File: src/rtl/axi_lite_pkg.sv
// Shared AXI4-Lite definitions for the master/slave pair: response codes,
// default bus widths and the master transaction state encoding.
package axi_lite_pkg;

   localparam int AXI_ADDR_WIDTH = 4;
   localparam int AXI_DATA_WIDTH = 32;

   localparam logic [1:0] RESP_OKAY   = 2'b00;
   localparam logic [1:0] RESP_EXOKAY = 2'b01;
   localparam logic [1:0] RESP_SLVERR = 2'b10;
   localparam logic [1:0] RESP_DECERR = 2'b11;

   typedef enum logic [2:0] {
      IDLE    = 3'd0,
      WR_REQ  = 3'd1,
      WR_RESP = 3'd2,
      RD_REQ  = 3'd3,
      RD_RESP = 3'd4,
      RSP     = 3'd5
   } axi_state_t;

endpackage

File: src/rtl/axi_lite_master.sv
// Single-outstanding AXI4-Lite master: turns one command into one AXI write
// or read transaction and returns the captured response.
//
// state   | meaning
// IDLE    | cmd_ready high, waiting for a command
// WR_REQ  | AW and W offered, each dropped on its own handshake
// WR_RESP | bready high, waiting for the write response
// RD_REQ  | AR offered until arready
// RD_RESP | rready high, waiting for read data
// RSP     | response held on rsp_* until rsp_ready
module axi_lite_master
   import axi_lite_pkg::*;
#(
   parameter int ADDR_WIDTH = AXI_ADDR_WIDTH,
   parameter int DATA_WIDTH = AXI_DATA_WIDTH
) (
   input  logic                      aclk,
   input  logic                      areset,
   input  logic                      cmd_valid,
   output logic                      cmd_ready,
   input  logic                      cmd_write,
   input  logic [ADDR_WIDTH-1:0]     cmd_addr,
   input  logic [DATA_WIDTH-1:0]     cmd_wdata,
   input  logic [DATA_WIDTH/8-1:0]   cmd_wstrb,
   output logic                      rsp_valid,
   input  logic                      rsp_ready,
   output logic                      rsp_write,
   output logic [DATA_WIDTH-1:0]     rsp_rdata,
   output logic [1:0]                rsp_resp,
   output logic [ADDR_WIDTH-1:0]     awaddr,
   output logic                      awvalid,
   input  logic                      awready,
   output logic [DATA_WIDTH-1:0]     wdata,
   output logic [DATA_WIDTH/8-1:0]   wstrb,
   output logic                      wvalid,
   input  logic                      wready,
   input  logic [1:0]                bresp,
   input  logic                      bvalid,
   output logic                      bready,
   output logic [ADDR_WIDTH-1:0]     araddr,
   output logic                      arvalid,
   input  logic                      arready,
   input  logic [DATA_WIDTH-1:0]     rdata,
   input  logic [1:0]                rresp,
   input  logic                      rvalid,
   output logic                      rready
);

   axi_state_t                  r_state;
   axi_state_t                  w_next_state;
   logic                        r_aw_done;
   logic                        r_w_done;
   logic [ADDR_WIDTH-1:0]       r_addr;
   logic [DATA_WIDTH-1:0]       r_wdata;
   logic [DATA_WIDTH/8-1:0]     r_wstrb;
   logic                        r_rsp_write;
   logic [DATA_WIDTH-1:0]       r_rsp_rdata;
   logic [1:0]                  r_rsp_resp;

   logic                        w_cmd_acc;
   logic                        w_aw_hs;
   logic                        w_w_hs;
   logic                        w_b_hs;
   logic                        w_r_hs;

   assign w_cmd_acc = cmd_valid && cmd_ready;
   assign w_aw_hs   = awvalid && awready;
   assign w_w_hs    = wvalid && wready;
   assign w_b_hs    = bvalid && bready;
   assign w_r_hs    = rvalid && rready;

   always_ff @(posedge aclk or posedge areset) begin
      if (areset) r_state <= IDLE;
      else        r_state <= w_next_state;
   end

   // All handshake outputs decode from registered state only, so reset drops them at once.
   always_comb begin
      w_next_state = r_state;
      cmd_ready    = 1'b0;
      awvalid      = 1'b0;
      wvalid       = 1'b0;
      bready       = 1'b0;
      arvalid      = 1'b0;
      rready       = 1'b0;
      rsp_valid    = 1'b0;
      case (r_state)
         IDLE: begin
            cmd_ready = 1'b1;
            if (cmd_valid) w_next_state = cmd_write ? WR_REQ : RD_REQ;
         end
         WR_REQ: begin
            awvalid = !r_aw_done;
            wvalid  = !r_w_done;
            if ((r_aw_done || awready) && (r_w_done || wready)) w_next_state = WR_RESP;
         end
         WR_RESP: begin
            bready = 1'b1;
            if (bvalid) w_next_state = RSP;
         end
         RD_REQ: begin
            arvalid = 1'b1;
            if (arready) w_next_state = RD_RESP;
         end
         RD_RESP: begin
            rready = 1'b1;
            if (rvalid) w_next_state = RSP;
         end
         RSP: begin
            rsp_valid = 1'b1;
            if (rsp_ready) w_next_state = IDLE;
         end
         default: w_next_state = IDLE;
      endcase
   end

   always_ff @(posedge aclk or posedge areset) begin
      if (areset) begin
         r_aw_done   <= 1'b0;
         r_w_done    <= 1'b0;
         r_addr      <= '0;
         r_wdata     <= '0;
         r_wstrb     <= '0;
         r_rsp_write <= 1'b0;
         r_rsp_rdata <= '0;
         r_rsp_resp  <= 2'b00;
      end else begin
         if (w_cmd_acc) begin
            r_addr    <= cmd_addr;
            r_wdata   <= cmd_wdata;
            r_wstrb   <= cmd_wstrb;
            r_aw_done <= 1'b0;
            r_w_done  <= 1'b0;
         end
         if (w_aw_hs) r_aw_done <= 1'b1;
         if (w_w_hs)  r_w_done  <= 1'b1;
         if (w_b_hs) begin
            r_rsp_write <= 1'b1;
            r_rsp_rdata <= '0;
            r_rsp_resp  <= bresp;
         end
         if (w_r_hs) begin
            r_rsp_write <= 1'b0;
            r_rsp_rdata <= rdata;
            r_rsp_resp  <= rresp;
         end
      end
   end

   assign awaddr    = r_addr;
   assign araddr    = r_addr;
   assign wdata     = r_wdata;
   assign wstrb     = r_wstrb;
   assign rsp_write = r_rsp_write;
   assign rsp_rdata = r_rsp_rdata;
   assign rsp_resp  = r_rsp_resp;

endmodule

File: config.mk
export PLATFORM = sky130hd
export DESIGN_NAME = axi_lite_master
export DESIGN_NICKNAME = d
export VERILOG_FILES = /design/src/rtl/axi_lite_pkg.sv /design/src/rtl/axi_lite_master.sv
export SDC_FILE = /design/constraint.sdc
export NUM_CORES = 1
export LEC_CHECK = 0
export CAP_MARGIN = 20
export CORE_MARGIN = 2
export CORE_UTILIZATION = 34
export DETAILED_ROUTE_END_ITERATION = 7
export GPL_TIMING_DRIVEN = 0
export PLACE_DENSITY = 0.85
export REMOVE_ABC_BUFFERS = 1
export SYNTH_ARGS = -nofsm -noshare
export SYNTH_HDL_FRONTEND = slang
export SYNTH_SLANG_ARGS = --single-unit
File: constraint.sdc
create_clock -name aclk -period 2.4 [get_ports aclk]
set_clock_uncertainty 0.05 [all_clocks]
set_input_delay 0.36 -clock aclk [delete_from_list [all_inputs] [get_ports aclk]]
set_output_delay 0.36 -clock aclk [all_outputs]
set_load 0.02 [all_outputs]
Yosys cells after proc, flatten, opt, wreduce, memory -nomap -nowiden

Index checks and enable logic that the tools add are counted.

Logic and storage cells: 59
Output and inout port bits: 86
Register bits: 80
Input bits: 86

Reduce and logical (&&, ||, !) cells: 15
Muxes and demuxes: 24
Equal/unequal tests: 11

Operators by type and width:

| kind                 | number |
|---|---|
| $mux W32             | 2 |
| $mux W3              | 6 |
| $pmux W3 S6          | 1 |
| $mux W1              | 12 |
| $ne A2 B2 Y1 const B | 6 |
| $eq A3 B2 Y1 const B | 2 |
| $eq A3 B3 Y1 const B | 2 |
| $logic_and A1 B1 Y1  | 6 |
| $mux W2              | 3 |
| $reduce_and A6 Y1    | 1 |
| $reduce_bool A2 Y1   | 3 |
| $eq A3 B1 Y1 const B | 1 |
| $logic_not A3 Y1     | 1 |
| $logic_not A1 Y1     | 2 |
| $logic_or A1 B1 Y1   | 2 |

Logic depth before layout (Yosys ltp)

Depth after elaboration: 5
Mapped depth: 5

Worst setup path after synthesis

Ideal clock, no wire load.

Kind: flip-flop to flip-flop
Start: register r_state[1]
End: register r_addr[0], in the netlist araddr[0]
Path slack: 0.670 ns
Data arrival time: 1.555 ns
Cell stages (with the launch flop): 6
Library setup time: 0.125 ns
Path buffers: 2
Cell sequence: dfrtp_1 > nor3_2 > and2_4 > buf_12 > buf_12 > mux2_4

Longest elaborated chain between the ends: 3

RTL lines:

| element                | RTL line               | RTL |
|---|---|---|
| from (decl)            | axi_lite_master.sv:49  | `axi_state_t r_state;` |
| from (signal assigned) | axi_lite_master.sv:74  | `else r_state <= w_next_state;` |
| $logic_not A3 Y1       | axi_lite_master.sv:87  | `case (r_state)` |
| $mux W1                | axi_lite_master.sv:87  |  |
| named net cmd_ready    | axi_lite_master.sv:20  | `output logic cmd_ready,` |
| $logic_and A1 B1 Y1    | axi_lite_master.sv:66  | `assign w_cmd_acc = cmd_valid && cmd_ready;` |
| to (signal assigned)   | axi_lite_master.sv:129 | `r_addr <= cmd_addr;` |
| to (decl)              | axi_lite_master.sv:53  | `logic [ADDR_WIDTH-1:0] r_addr;` |

The timed path passes the listed nets, and every way through them passes these cells.
A chain may end at the register's enable or synchronous reset.

Worst setup path after layout

Start: register r_state[2]
End: output port bready

Longest elaborated chain between the ends: 2

RTL lines:

| element      | RTL line              | RTL |
|---|---|---|
| $eq A3 B2 Y1 | axi_lite_master.sv:87 |  |
| $mux W1      | axi_lite_master.sv:87 |  |
| to (decl)    | axi_lite_master.sv:39 | `output logic bready,` |

Every way passes these cells.

==> flow_summary.yaml <==
pwr:
  powerDensity_nw_per_um2: 1383
  swShare: 0.3738
  power_switching_mw: 2.759
  p_seq_frac: 0.337
  clock_power_share: 0.127
  ir_drop_mv: 0.5981
  p_int_mw: 4.622
  combPwrFrac: 0.535
  p_leak_nw: 2.307
critical_path:
  criticalPathCategory: "reg2out"
  cp_cell_sequence: "nand2b_1 > nor2_1 > clkdlybuf4s50_1"
  slowest_stage: "clkdlybuf4s50_1"
  critical-path-top-delay-family: "buffers and inverters"
  r2r_setup_slack_ns: 0.38
  cp_num_cells: 3
  setup.worst_path.start: "r_state[2]"
  reg2reg_depth: 3
  crit_end: "bready"
  crit_required_ns: 1.99
  critPathArrivalTime_ns: 1.84
  rr_startpoint: "r_state[1]"
  startpoint_type: "register"
  cp-end-kind: "output pin"
  crit_fanout: 15
  worst_r2r_endpoint: "araddr[1]"
  critPathBufInv: 1
  max_stage_delay_ns: 0.61
synthesis:
  syn-cell-area_um2: 3369
  ys.flop_type: "dfrtp_1"
  ys_seq_area_frac: 0.5941
  synth.distinct_cells: 30
  syn_avg_cell_area_um2: 15.46
  synthArstFlopShare: 1.000
  yosys_warnings: 0
  syn_inst: 218
  ys_seq_elements: 80
  synth_edf_count: 0
clocking:
  h-tree-depth: 3
  ctsResizeCount: 5
  clk_pin_slew_ns: 0.09
  tritoncts: "built"
  cts_root_buf: "clkbuf_8"
  cts_sinks: 80
  hold_buffers: 0
  cts_setup_buffers: 0
  cts.path.max_buffers: 2
  clk_latency_ns: 0.35
  cts_made_buffers: 9
global_route:
  groute.usage.overall: 0.1630
  grt_pass1_vias: 2574
  grt_max_degree: 67
  grt_pass1_wl_um: 13750
  antenna_found_initial: 0
  grt.overflow.total: 0
timing:
  slew_headroom: 0.4831
  worst_pin_slew_ns: 0.7754
  period_share: 0.9381
  fin_crit_ns: 2.251
  finalMaxSlewViolations: 0
  hold_slack_ns: 0.2323
  finalSetupTns_ns: 0
  setup_viol: 0
  rsz0062_at_grt: "false"
  finalHoldViolations: 0
  max_freq_mhz: 444.2
  layout_setup_ws_ns: 0.1486
status:
  status: "completed"
place:
  pre_cts_slack_ns: 0.1666
  dp_hpwl_um: 6282
  place.port_buffers: 171
  place_area_um2: 5122
  routabilityCongestion: 0.7484
floorplanning:
  core_area_um2: 9684
  die_h_um: 103.6
  dieArea_um2: 10720
  fp.dieW_um: 103.6
  initial_core_util: 0.3479
  rows: 36
  ios: 172
drt:
  firstDrtPassIters: 4
  drc_errors: 0
  wirelength_um: 8855
  postRouteAntennaNets: 0
  via_count: 2480
  via_per_inst: 4.751
  wl_per_cell_um: 16.96
  drt-initial-drc-count: 100
cells_and_area:
  num-fill-cells: 796
  nNetsFinal: 470
  final_util: 0.5510
  n_antenna_cell: 0
  design_area_um2: 5336
  syn2layout_area_growth_pct: 58.37
  drive_gt1_frac: 0.1697
run:
  max_cap_violations: 0
worst_hold_path:
  hold_class: "in2async"
## Yosys cell counts (2+ instances only)
cell type / number / area (um^2)
mux2_4: 38 / 570.6
a22o_1: 33 / 289.0
nand2b_1: 2 / 12.51
a21o_1: 2 / 15.01
buf_2: 9 / 45.04
mux2_2: 2 / 22.52
nand2_1: 6 / 22.52
dfrtp_1: 80 / 2002
nor3b_1: 2 / 15.01
inv_1: 2 / 7.510
nor2_1: 7 / 26.28
buf_4: 5 / 37.54
o22ai_1: 2 / 12.51
nand3b_1: 2 / 15.01
buf_12: 5 / 100.1
o21ai_0: 3 / 15.01
mux2i_1: 5 / 50.05
## cell type report
class                      instances  area (um^2)  share of cell area
sequential                        80         2006              0.3758
timing repair buffer             174         1792              0.3358
multi-input combinational        117         1177              0.2206
tap                              133        166.4             0.03118
clock buffer                       9        123.9             0.02321
clock inverter                     7        61.31             0.01149
inverter                           2        10.01            0.001876
## cells by family (layout without fill, tap and decap cells)
kind of cell    count (synthesis)  count (layout)  share of synthesized area
compound gates                 44              44                     0.1069
simple gates                   28              28                    0.05162
mux                            45              45                     0.1909
buf+inv                        21             192                    0.05644
flops                          80              80                     0.5941
## per-stage QoR
step | total power, mW | std cells
after floorplan | 4.546 | 199
after global placement | 6.300 | 503
after detailed placement | 6.447 | 505
after CTS | 7.431 | 521
after global routing | 7.741 | 522
final | 7.381 | 522
## registers in the layout, indices dropped and copies added, names as in the netlist
register   cells
rsp_rdata     32
wdata         32
araddr         4
wstrb          4
r_state        3
rsp_resp       2
r_aw_done      1
r_w_done       1
rsp_write      1
## per-layer routing
layer	part of all wire	up-vias	wire [um]	global-route usage
li1	-	1121	-	-
met1	0.41	1234	3620	0.1972
met3	0.060	14	534	0.03839
met2	0.51	111	4497	0.2729
met5	0	-	0	0
met4	0.023	0	202	0.08205
## cells in the final DEF, fill, tap and decap left out, types with 3 or more instances in the layout
cell             instances
inv_6                    3
clkdlybuf4s50_1        169
o21ai_0                  3
nand2_1                  6
dfrtp_1                 77
mux2_4                  38
dfrtp_2                  3
clkbuf_8                 9
nor2_1                   7
mux2i_1                  5
a22o_1                  33
buf_16                   3
## power groups by stage
stage          Sequential (mW)  Clock, mW  Combinational [mW]
2_1_floorplan             3.24          0                1.31
3_3_place_gp              2.45          0                3.85
3_5_place_dp              2.49          0                3.96
4_1_cts                   2.49      0.976                3.96
5_1_grt                   2.57       1.03                4.14
6_report                  2.49      0.941                3.95
## worst min path at each step
stage / endpoint / slack, ns / depth (start not counted)
finish: wdata[5] / 0.23 / 2
global route: wdata[20] / 0.22 / 2
global placement: rsp_rdata[19] / 0.43 / 1
floorplan: r_aw_done / 0.42 / 1
CTS: wdata[20] / 0.21 / 2
detailed placement: rsp_rdata[18] / 0.43 / 1
(Power assumes the default switching activity.)
